[src/rtl/fetch_pkg.sv]
// Shared types and constants for the fetch-stage PC generator.
package fetch_pkg;

  typedef enum logic [1:0] {
    BOOT  = 2'd0,
    RUN   = 2'd1,
    HALT  = 2'd2,
    FAULT = 2'd3
  } pc_state_e;

  localparam int STEP_16 = 2;
  localparam int STEP_32 = 4;

endpackage

[src/rtl/pc_gen_if.sv]
// Fetch handshake between the PC generator (master) and the I-fetch stage (slave).
interface pc_gen_if #(
  parameter int XLEN    = 32,
  parameter int EPOCH_W = 2
) ();

  logic               pc_valid;
  logic               pc_ready;
  logic [XLEN-1:0]    pc_out;
  logic [EPOCH_W-1:0] pc_epoch;
  logic               step_c;

  modport master (
    output pc_valid,
    output pc_out,
    output pc_epoch,
    input  pc_ready,
    input  step_c
  );

  modport slave (
    input  pc_valid,
    input  pc_out,
    input  pc_epoch,
    output pc_ready,
    output step_c
  );

endinterface

[src/rtl/pc_step_add.sv]
// Sequential-fetch adder: advances the PC by one 16-bit or one 32-bit instruction.
module pc_step_add
  import fetch_pkg::*;
#(
  parameter int XLEN = 32
) (
  input  logic [XLEN-1:0] pc,
  input  logic            half_step,
  output logic [XLEN-1:0] pc_inc
);

  // Wraps modulo 2^XLEN; no carry out is kept.
  assign pc_inc = pc + (half_step ? XLEN'(STEP_16) : XLEN'(STEP_32));

endmodule

[src/rtl/pc_gen.sv]
// Fetch-stage PC generator: valid/ready PC source with trap/branch redirects,
// epoch tagging, WFI halt and misaligned-branch fault.
module pc_gen
  import fetch_pkg::*;
#(
  parameter int              XLEN     = 32,
  parameter logic [XLEN-1:0] RST_ADDR = '0,
  parameter bit              C_EXT    = 1'b1,
  parameter int              EPOCH_W  = 2
) (
  input  logic            clk,
  input  logic            rst_n,
  pc_gen_if.master        fetch,
  input  logic            br_vld,
  input  logic [XLEN-1:0] br_tgt,
  input  logic            trap_vld,
  input  logic [XLEN-1:0] trap_tgt,
  input  logic            wfi_req,
  input  logic            wake,
  output logic            misalign_err,
  output logic [XLEN-1:0] misalign_addr
);

  localparam logic [XLEN-1:0] ALIGN_MASK = C_EXT ? XLEN'(1) : XLEN'(3);

  pc_state_e          state_reg, state_next;
  logic [XLEN-1:0]    pc_reg, pc_next;
  logic [EPOCH_W-1:0] epoch_reg, epoch_next;
  logic               valid_reg, valid_next;
  logic               err_reg, err_next;
  logic [XLEN-1:0]    addr_reg, addr_next;

  logic               fire;
  logic               half_step;
  logic               br_misaligned;
  logic [XLEN-1:0]    pc_inc;
  logic [XLEN-1:0]    trap_aligned;
  logic [EPOCH_W-1:0] epoch_inc;

  assign fire          = valid_reg & fetch.pc_ready;
  assign half_step     = C_EXT & fetch.step_c;
  assign br_misaligned = |(br_tgt & ALIGN_MASK);
  // Trap targets are silently forced onto the legal alignment grid.
  assign trap_aligned  = trap_tgt & ~ALIGN_MASK;
  assign epoch_inc     = epoch_reg + EPOCH_W'(1);

  pc_step_add #(.XLEN(XLEN)) u_step_add (
    .pc        (pc_reg),
    .half_step (half_step),
    .pc_inc    (pc_inc)
  );

  always_comb begin
    state_next = state_reg;
    pc_next    = pc_reg;
    epoch_next = epoch_reg;
    err_next   = 1'b0;
    addr_next  = addr_reg;

    case (state_reg)
      BOOT: state_next = RUN;

      RUN: begin
        if (trap_vld) begin
          pc_next    = trap_aligned;
          epoch_next = epoch_inc;
        end else if (br_vld) begin
          // The epoch still bumps on a faulting branch so in-flight fetches get squashed.
          epoch_next = epoch_inc;
          if (br_misaligned) begin
            err_next   = 1'b1;
            addr_next  = br_tgt;
            state_next = FAULT;
          end else begin
            pc_next = br_tgt;
          end
        end else begin
          if (fire)    pc_next    = pc_inc;
          if (wfi_req) state_next = HALT;
        end
      end

      HALT: begin
        if (trap_vld) begin
          pc_next    = trap_aligned;
          epoch_next = epoch_inc;
          state_next = RUN;
        end else if (wake) begin
          state_next = RUN;
        end
      end

      FAULT: begin
        if (trap_vld) begin
          pc_next    = trap_aligned;
          epoch_next = epoch_inc;
          state_next = RUN;
        end
      end

      default: state_next = BOOT;
    endcase

    valid_next = (state_next == RUN);
  end

  always_ff @(posedge clk or negedge rst_n) begin
    if (!rst_n) begin
      state_reg <= BOOT;
      pc_reg    <= RST_ADDR;
      epoch_reg <= '0;
      valid_reg <= 1'b0;
      err_reg   <= 1'b0;
      addr_reg  <= '0;
    end else begin
      state_reg <= state_next;
      pc_reg    <= pc_next;
      epoch_reg <= epoch_next;
      valid_reg <= valid_next;
      err_reg   <= err_next;
      addr_reg  <= addr_next;
    end
  end

  assign fetch.pc_valid = valid_reg;
  assign fetch.pc_out   = pc_reg;
  assign fetch.pc_epoch = epoch_reg;
  assign misalign_err   = err_reg;
  assign misalign_addr  = addr_reg;

endmodule

[src/flat_wrapper.sv]
// flat-port wrapper written by rule: the top's interface ports become plain ports
module pc_gen_flat import fetch_pkg::*;
#(
  parameter int              XLEN     = 32,
  parameter logic [XLEN-1:0] RST_ADDR = '0,
  parameter bit              C_EXT    = 1'b1,
  parameter int              EPOCH_W  = 2
)
  (clk, rst_n, br_vld, br_tgt, trap_vld, trap_tgt, wfi_req, wake, misalign_err, misalign_addr, fetch_pc_valid, fetch_pc_out, fetch_pc_epoch, fetch_pc_ready, fetch_step_c);
  pc_gen_if #(.XLEN(XLEN), .EPOCH_W(EPOCH_W)) fetch_i ();
  input  logic clk;
  input  logic rst_n;
  input  logic br_vld;
  input  logic [XLEN-1:0] br_tgt;
  input  logic trap_vld;
  input  logic [XLEN-1:0] trap_tgt;
  input  logic wfi_req;
  input  logic wake;
  output logic misalign_err;
  output logic [XLEN-1:0] misalign_addr;
  output wire logic [$bits(fetch_i.pc_valid)-1:0] fetch_pc_valid;
  output wire logic [$bits(fetch_i.pc_out)-1:0] fetch_pc_out;
  output wire logic [$bits(fetch_i.pc_epoch)-1:0] fetch_pc_epoch;
  input wire logic [$bits(fetch_i.pc_ready)-1:0] fetch_pc_ready;
  input wire logic [$bits(fetch_i.step_c)-1:0] fetch_step_c;
  assign fetch_pc_valid = fetch_i.pc_valid;
  assign fetch_pc_out = fetch_i.pc_out;
  assign fetch_pc_epoch = fetch_i.pc_epoch;
  assign fetch_i.pc_ready = fetch_pc_ready;
  assign fetch_i.step_c = fetch_step_c;
  pc_gen #(.XLEN(XLEN), .RST_ADDR(RST_ADDR), .C_EXT(C_EXT), .EPOCH_W(EPOCH_W)) u_core (.clk(clk), .rst_n(rst_n), .fetch(fetch_i), .br_vld(br_vld), .br_tgt(br_tgt), .trap_vld(trap_vld), .trap_tgt(trap_tgt), .wfi_req(wfi_req), .wake(wake), .misalign_err(misalign_err), .misalign_addr(misalign_addr));
endmodule
[config.mk]
export PLATFORM = sky130hd
export DESIGN_NAME = pc_gen_flat
export DESIGN_NICKNAME = d
export VERILOG_FILES = /design/src/rtl/fetch_pkg.sv /design/src/rtl/pc_gen_if.sv /design/src/rtl/pc_step_add.sv /design/src/rtl/pc_gen.sv /design/src/flat_wrapper.sv
export SDC_FILE = /design/constraint.sdc
export NUM_CORES = 1
export LEC_CHECK = 0
export ABC_AREA = 1
export BUFFER_PORTS_ARGS = -buffer_cell sky130_fd_sc_hd__buf_2
export CAP_MARGIN = 20
export CORE_MARGIN = 4
export CORE_UTILIZATION = 29
export DETAILED_ROUTE_END_ITERATION = 10
export GPL_TIMING_DRIVEN = 0
export PLACE_DENSITY = 0.48
export SLEW_MARGIN = 40
export SYNTH_ARGS = -nofsm -noshare
export SYNTH_HDL_FRONTEND = slang
export SYNTH_SLANG_ARGS = --single-unit
[constraint.sdc]
create_clock -name clk -period 5.6 [get_ports clk]
set_input_delay 0.28 -clock clk [delete_from_list [all_inputs] [get_ports clk]]
set_output_delay 0.28 -clock clk [all_outputs]
set_load 0.02 [all_outputs]
# Word-level counts from Yosys, hierarchy flattened
# Cells that the tools add are included.
# W data, S select, Z words.
[totals] mem_bits_ro=0 register_bits=70 n_memories=0 in_bits=72 ram_bits=0 output_inout_bits=68 latch_bits=0
[op_classes] order_cmp=0 div=0 n_mux=23 n_bitwise=2 n_reduce_logical=6 n_mul=0 shift=0 add_sub_neg=2 eq_ne=8
[ops] cell="$mux W32" count=5
[ops] cell="$pmux W32 S2" count=1
[ops] cell="$add A32 B32 Y32" count=1
[ops] cell="$mux W2" count=10
[ops] cell="$pmux W2 S4" count=1
[ops] cell="$reduce_and A4 Y1" count=2
[ops] cell="$eq A2 B1 Y1 const B" count=2
[ops] cell="$eq A2 B2 Y1 const B" count=2
[ops] cell="$mux W1" count=4
[ops] cell="$ne A4 B3 Y1 const B" count=1
[ops] cell="$ne A4 B4 Y1 const B" count=1
[ops] cell="$pmux W2 S2" count=1
[ops] cell="$mux W3" count=1
[ops] cell="$ne A3 B3 Y1 const B" count=1
[ops] cell="$reduce_and A3 Y1" count=1
[ops] cell="$add A2 B1 Y2 const B" count=1
[ops] cell="$logic_not A2 Y1" count=1
[ops] cell="$ne A2 B1 Y1 const B" count=1
[ops] cell="$reduce_bool A2 Y1" count=1
[ops] cell="$reduce_or A2 Y1" count=1
[ops] cell="$and A1 B1 Y1" count=1
[ops] cell="$not A1 Y1" count=1

# Longest topological paths before layout
[logic_depth] depth_word=6 mapped_depth=12 depth_no_buf=12

# Cells and area by module
# Synthesis repeated with hierarchy kept, for this count alone.
[hier_totals] hier_cells=700 area_unflattened_um2=4575.6
[modules_own_cells] mod="pc_gen" n_inst=1 seq_area_each_um2=1751.7 cells_per_inst=514 area_per_inst_um2=3644.7
[modules_own_cells] mod="pc_step_add" n_inst=1 seq_area_each_um2=0.0 cells_per_inst=186 area_per_inst_um2=930.9

# Worst setup path after synthesis
# OpenSTA, ideal clock, no wires.
[synth_timing] path_type="reg2reg" startpoint="register u_core.pc_reg[1] (netlist: u_core.fetch.pc_out[1])" endpoint="register u_core.pc_reg[25] (netlist: u_core.fetch.pc_out[25])" required_ps=5527 stages_incl_launch_ff=13 arrival_ps=1981 n_path_buf=0 synth_period_minus_slack_ps=2054 path_slack_ps=3546 setup_time_ps=73 path_cell_list="dfrtp_1 > ha_1 > inv_1 > fa_1 > nor2_4 > nand3_4 > nor2_2 > nand2_1 > nand2_1 > nand3_1 > nand2_1 > nand2_1 > a21oi_2"
[synth_between] elab_chain_cells=5
[synth_lines] item="start, declared" line_no="pc_gen.sv:27" source="logic [XLEN-1:0] pc_reg, pc_next;"
[synth_lines] item="start signal, assigned" line_no="pc_gen.sv:117" source="pc_reg <= pc_next;"
[synth_lines] item="$add A32 B32 Y32" line_no="pc_step_add.sv:13" source="assign pc_inc = pc + (half_step ? XLEN'(STEP_16) : XLEN'(STEP_32));"
[synth_lines] item="$mux W32" line_no="pc_gen.sv:78" source="if (fire) pc_next = pc_inc;"
[synth_lines] item="$mux W32" line_no="pc_gen.sv:67" source="end else if (br_vld) begin"
[synth_lines] item="$mux W32" line_no="pc_gen.sv:64" source="if (trap_vld) begin"
[synth_lines] item="$pmux W32 S2" line_no="pc_gen.sv:60" source="case (state_reg)"
# Every way passes these cells. The select of a mux whose other input is x is not followed.
# A chain may end at the register's enable or synchronous reset.

# Worst setup path in the final report
[layout_timing] startpoint="register u_core.pc_reg[1] (netlist: u_core.fetch.pc_out[1])" endpoint="register u_core.pc_reg[27] (netlist: u_core.fetch.pc_out[27])"
# Same word-level chain as after synthesis.

==> results.tsv <==
stage	metric	value	unit
global_routing	global-route wire length before repair	25770	um
cts	CTS H-Tree Depth	3	
sta	Hold WS	0.1471	ns
floorplan	Die W	131.8	um
power	Switch Pwr	0.9639	mW
final_layout	# nets final	830	
yosys	syn nets	680	
cts	Max Buffers Root-to-Sink	2	
yosys	asr flop ratio synth	100.0	%
yosys	Mapped Area	4442	sq um
power	Internal Power	1.318	mW
yosys	Cells after Synth	605	
final_layout	Area growth syn-to-layout	28.62	%
floorplan	Die Area	17360	sq um
sta	final setup margin	3.333	ns
yosys	synthesized flop and latch total	69	
hold_path	Tightest Hold Check Type	primary input to flop	
hold_path	Worst Hold Endpoint	u_core.misalign_addr[29]$_DFFE_PN0P_	
routing	Routed Antenna Nets	0	
routing	Iter 0 DRT Violations	263	
routing	final WL	16000	um
power	Sw Share	42.23	%
hold_path	hold_sp	br_tgt[29]	
power	P per Cell Area	399.5	nW/um^2
final_layout	share of cells above drive strength 1	32.24	%
sta	final slew viol count	0	
cts	Clock transition at path regs	0.06	ns
floorplan	core area	14750	sq um
sta	final hold violation count	0	
cts	CTS Root Cell	clkbuf_16	
yosys	synth warn	0	
worst_setup_path	crit end category	flop	
global_routing	number of global-route vias before repair	4614	
power	Tot Pwr	2.282	mW
routing	Vias	4471	
routing	residual DRC count	0	
floorplan	cell row count	44	
worst_setup_path	FF-to-FF path depth	12	
floorplan	Die H	131.8	um
routing	DR WL/cell	16.95	um
sta	Slew @ Worst Pin	0.7401	ns
routing	routed vias/inst	4.736	
global_routing	initial antenna violation count	0	
placement	post-DP HPWL	12450	um
yosys	post-synthesis cell type count	39	
yosys	ys flop type	dfrtp_1	
sta	final period utilization	40.49	%
yosys	sequential fraction of the synthesis area	38.87	%
yosys	number of synthesized flops with an enable pin	0	
power	Clock power frac	27.0	%
worst_setup_path	Crit Path Class	flop to flop	
cts	hold_buf cts	1	
sta	Sum Neg Setup Slack	0	ns
power	Comb power frac	39.1	%
power	LEAKAGE	2.920	nW
sta	Setup violations, final	0	
power	maximum VDD drop	0.0001556	V
floorplan	# IOs	140	
final_layout	Ant. Diodes	0	
global_routing	Total GRT Usage	18.88	%
cts	post-CTS setup buffer count	0	
power	Sequential Power Share	33.9	%
sta	Slew HR	50.66	%
cts	Clk Latency, worst-skew pair	0.35	ns
placement	placed cells	927	
final_layout	max reg flops	32	
sta	fmax	441.1	MHz
cts	Num CTS Buffers	9	
worst_setup_path	terminus of the critical flop-to-flop path	u_core.fetch.pc_out[27]$_DFFE_PN0P_	
cts	CTS tree	done	
global_routing	total gr overflow	0	
worst_setup_path	CP required	5.88	ns
hold_path	Hold Path Depth	3	
sta	worst clock skew	0.007550	ns
yosys	Avg Cell Area, Syn	7.342	sq um
worst_setup_path	reg-to-reg startpoint	u_core.fetch.pc_out[1]$_DFFE_PN0P_	
worst_setup_path	Worst EP arrival	2.54	ns
placement	routability cong.	0.8678	
run_status	status	complete, no violations	
job	max cap viols	0	
routing	drt pass-1 iters	5	
cts	Sink Count	69	
cts	post_cts resized	0	
floorplan	Initial Util	30.11	%
sta	Final min period	2.267	ns
placement	PortBufs	137	
global_routing	largest net degree at the start of global routing	41	
worst_setup_path	reg2reg setup slack	3.33	ns
worst_setup_path	startpoint types	flop	
final_layout	fin cells	944	
sta	RSZ-0062 raised after global routing	no	
worst_setup_path	CP max FO	6	
placement	Post-Place Setup Slack	3.301	ns
[worst max-delay path by stage]
stage	to	depth (start not counted)	start	slack, ns
2_1_floorplan	u_core.fetch.pc_out[25]$_DFFE_PN0P_	12	u_core.fetch.pc_out[1]$_DFFE_PN0P_	3.55
3_5_place_dp	u_core.fetch.pc_out[27]$_DFFE_PN0P_	13	fetch_step_c	3.30
3_3_place_gp	u_core.fetch.pc_out[23]$_DFFE_PN0P_	13	fetch_step_c	3.32
5_1_grt	u_core.fetch.pc_out[27]$_DFFE_PN0P_	12	u_core.fetch.pc_out[1]$_DFFE_PN0P_	3.18
6_report	u_core.fetch.pc_out[27]$_DFFE_PN0P_	12	u_core.fetch.pc_out[1]$_DFFE_PN0P_	3.33
4_1_cts	u_core.fetch.pc_out[27]$_DFFE_PN0P_	12	u_core.fetch.pc_out[1]$_DFFE_PN0P_	3.36
[logic make-up (layout without fill, tap and decap cells)]
| family | after synthesis | in the layout | synth area share (%) |
|---|---|---|---|
| other | 1 | 1 | 0.08443 |
| adder cells (fa/ha/maj) | 3 | 3 | 1.014 |
| AO/OA/AOI/OAI | 111 | 111 | 18.31 |
| flip-flops | 69 | 69 | 38.87 |
| buffers and inverters | 99 | 254 | 10.08 |
| AND/OR/NAND/NOR | 319 | 319 | 31.04 |
| XOR/XNOR | 3 | 3 | 0.5917 |
[synth_stat cells, types with 5 or more instances]
cell type  instances  area share (%)
a21boi_2           9             2.3
a21oi_1           10             1.1
a21oi_2           32             6.3
a22oi_2            6             1.7
buf_2              9             1.0
clkbuf_1           6            0.51
dfrtp_1           69              39
inv_1             68             5.7
inv_2              7            0.59
nand2_1          217              18
nand2_2            5            0.70
nand3_1           41             4.6
nor2_1            35             3.0
nor2_4             6             1.5
o21ai_0           34             3.8
o21ai_1            5            0.56
o22ai_1            5            0.70
[power groups by stage]
| stage | clock, mW | combinational (mW) | sequential [mW] |
|---|---|---|---|
| 2_1_floorplan | 0 | 0.431 | 0.917 |
| 3_3_place_gp | 0 | 0.889 | 0.777 |
| 3_5_place_dp | 0 | 0.902 | 0.781 |
| 4_1_cts | 0.625 | 0.905 | 0.775 |
| 5_1_grt | 0.649 | 0.986 | 0.797 |
| 6_report | 0.616 | 0.893 | 0.774 |
[stage by stage]
| step | area (sq um) | util [%] |
|---|---|---|
| 5_1_grt | 5713 | 38.72 |
| 3_5_place_dp | 5391 | 36.54 |
| 2_1_floorplan | 4442 | - |
| 6_report | 5713 | 38.72 |
| 3_3_place_gp | 5358 | 36.31 |
| 4_1_cts | 5713 | 38.72 |
[area by class of cell]
cell class,count,area [sq um]
buffer,23,162.7
clock buffer,11,252.7
clock inverter,5,58.81
fill,1626,9041
inverter,76,285.3
multi-input combinational,437,2267
sequential,69,1727
tap,184,230.2
timing repair buffer,139,729.5
[metal layers]
metal	up-vias	track usage, %	wire length (um)
li1	2219	-	-
met1	2115	25.49	7580
met2	120	30.77	7381
met3	17	3.473	758
met4	0	5.951	281
met5	-	0	0
[cell usage in the layout (no fill, tap or decap), types with 5 or more instances in the layout]
cell,synthesis,final
a21boi_2,9,9
inv_2,7,7
buf_6,4,5
buf_2,9,145
a21oi_2,32,32
nand2_1,217,217
dfrtp_1,69,69
nand2_2,5,5
nand3_1,41,41
nor2_4,6,6
clkbuf_16,0,9
o21ai_1,5,5
o21ai_0,34,34
clkbuf_1,6,6
a21oi_1,10,10
o22ai_1,5,5
a22oi_2,6,6
inv_1,68,68
nor2_1,35,35
[worst max-delay path: stages, from the launching register on]
cell      delay [ns]
dfrtp_1         0.37
ha_1            0.17
inv_1           0.06
fa_1            0.44
nor2_4          0.25
nand3_2         0.18
nor2_1          0.27
nand2_1         0.08
nand2_1         0.06
nand3_1         0.06
nand2_1         0.06
nand2_1         0.06
a21boi_2        0.14
No activity file was read; power rests on OpenSTA's default activity.
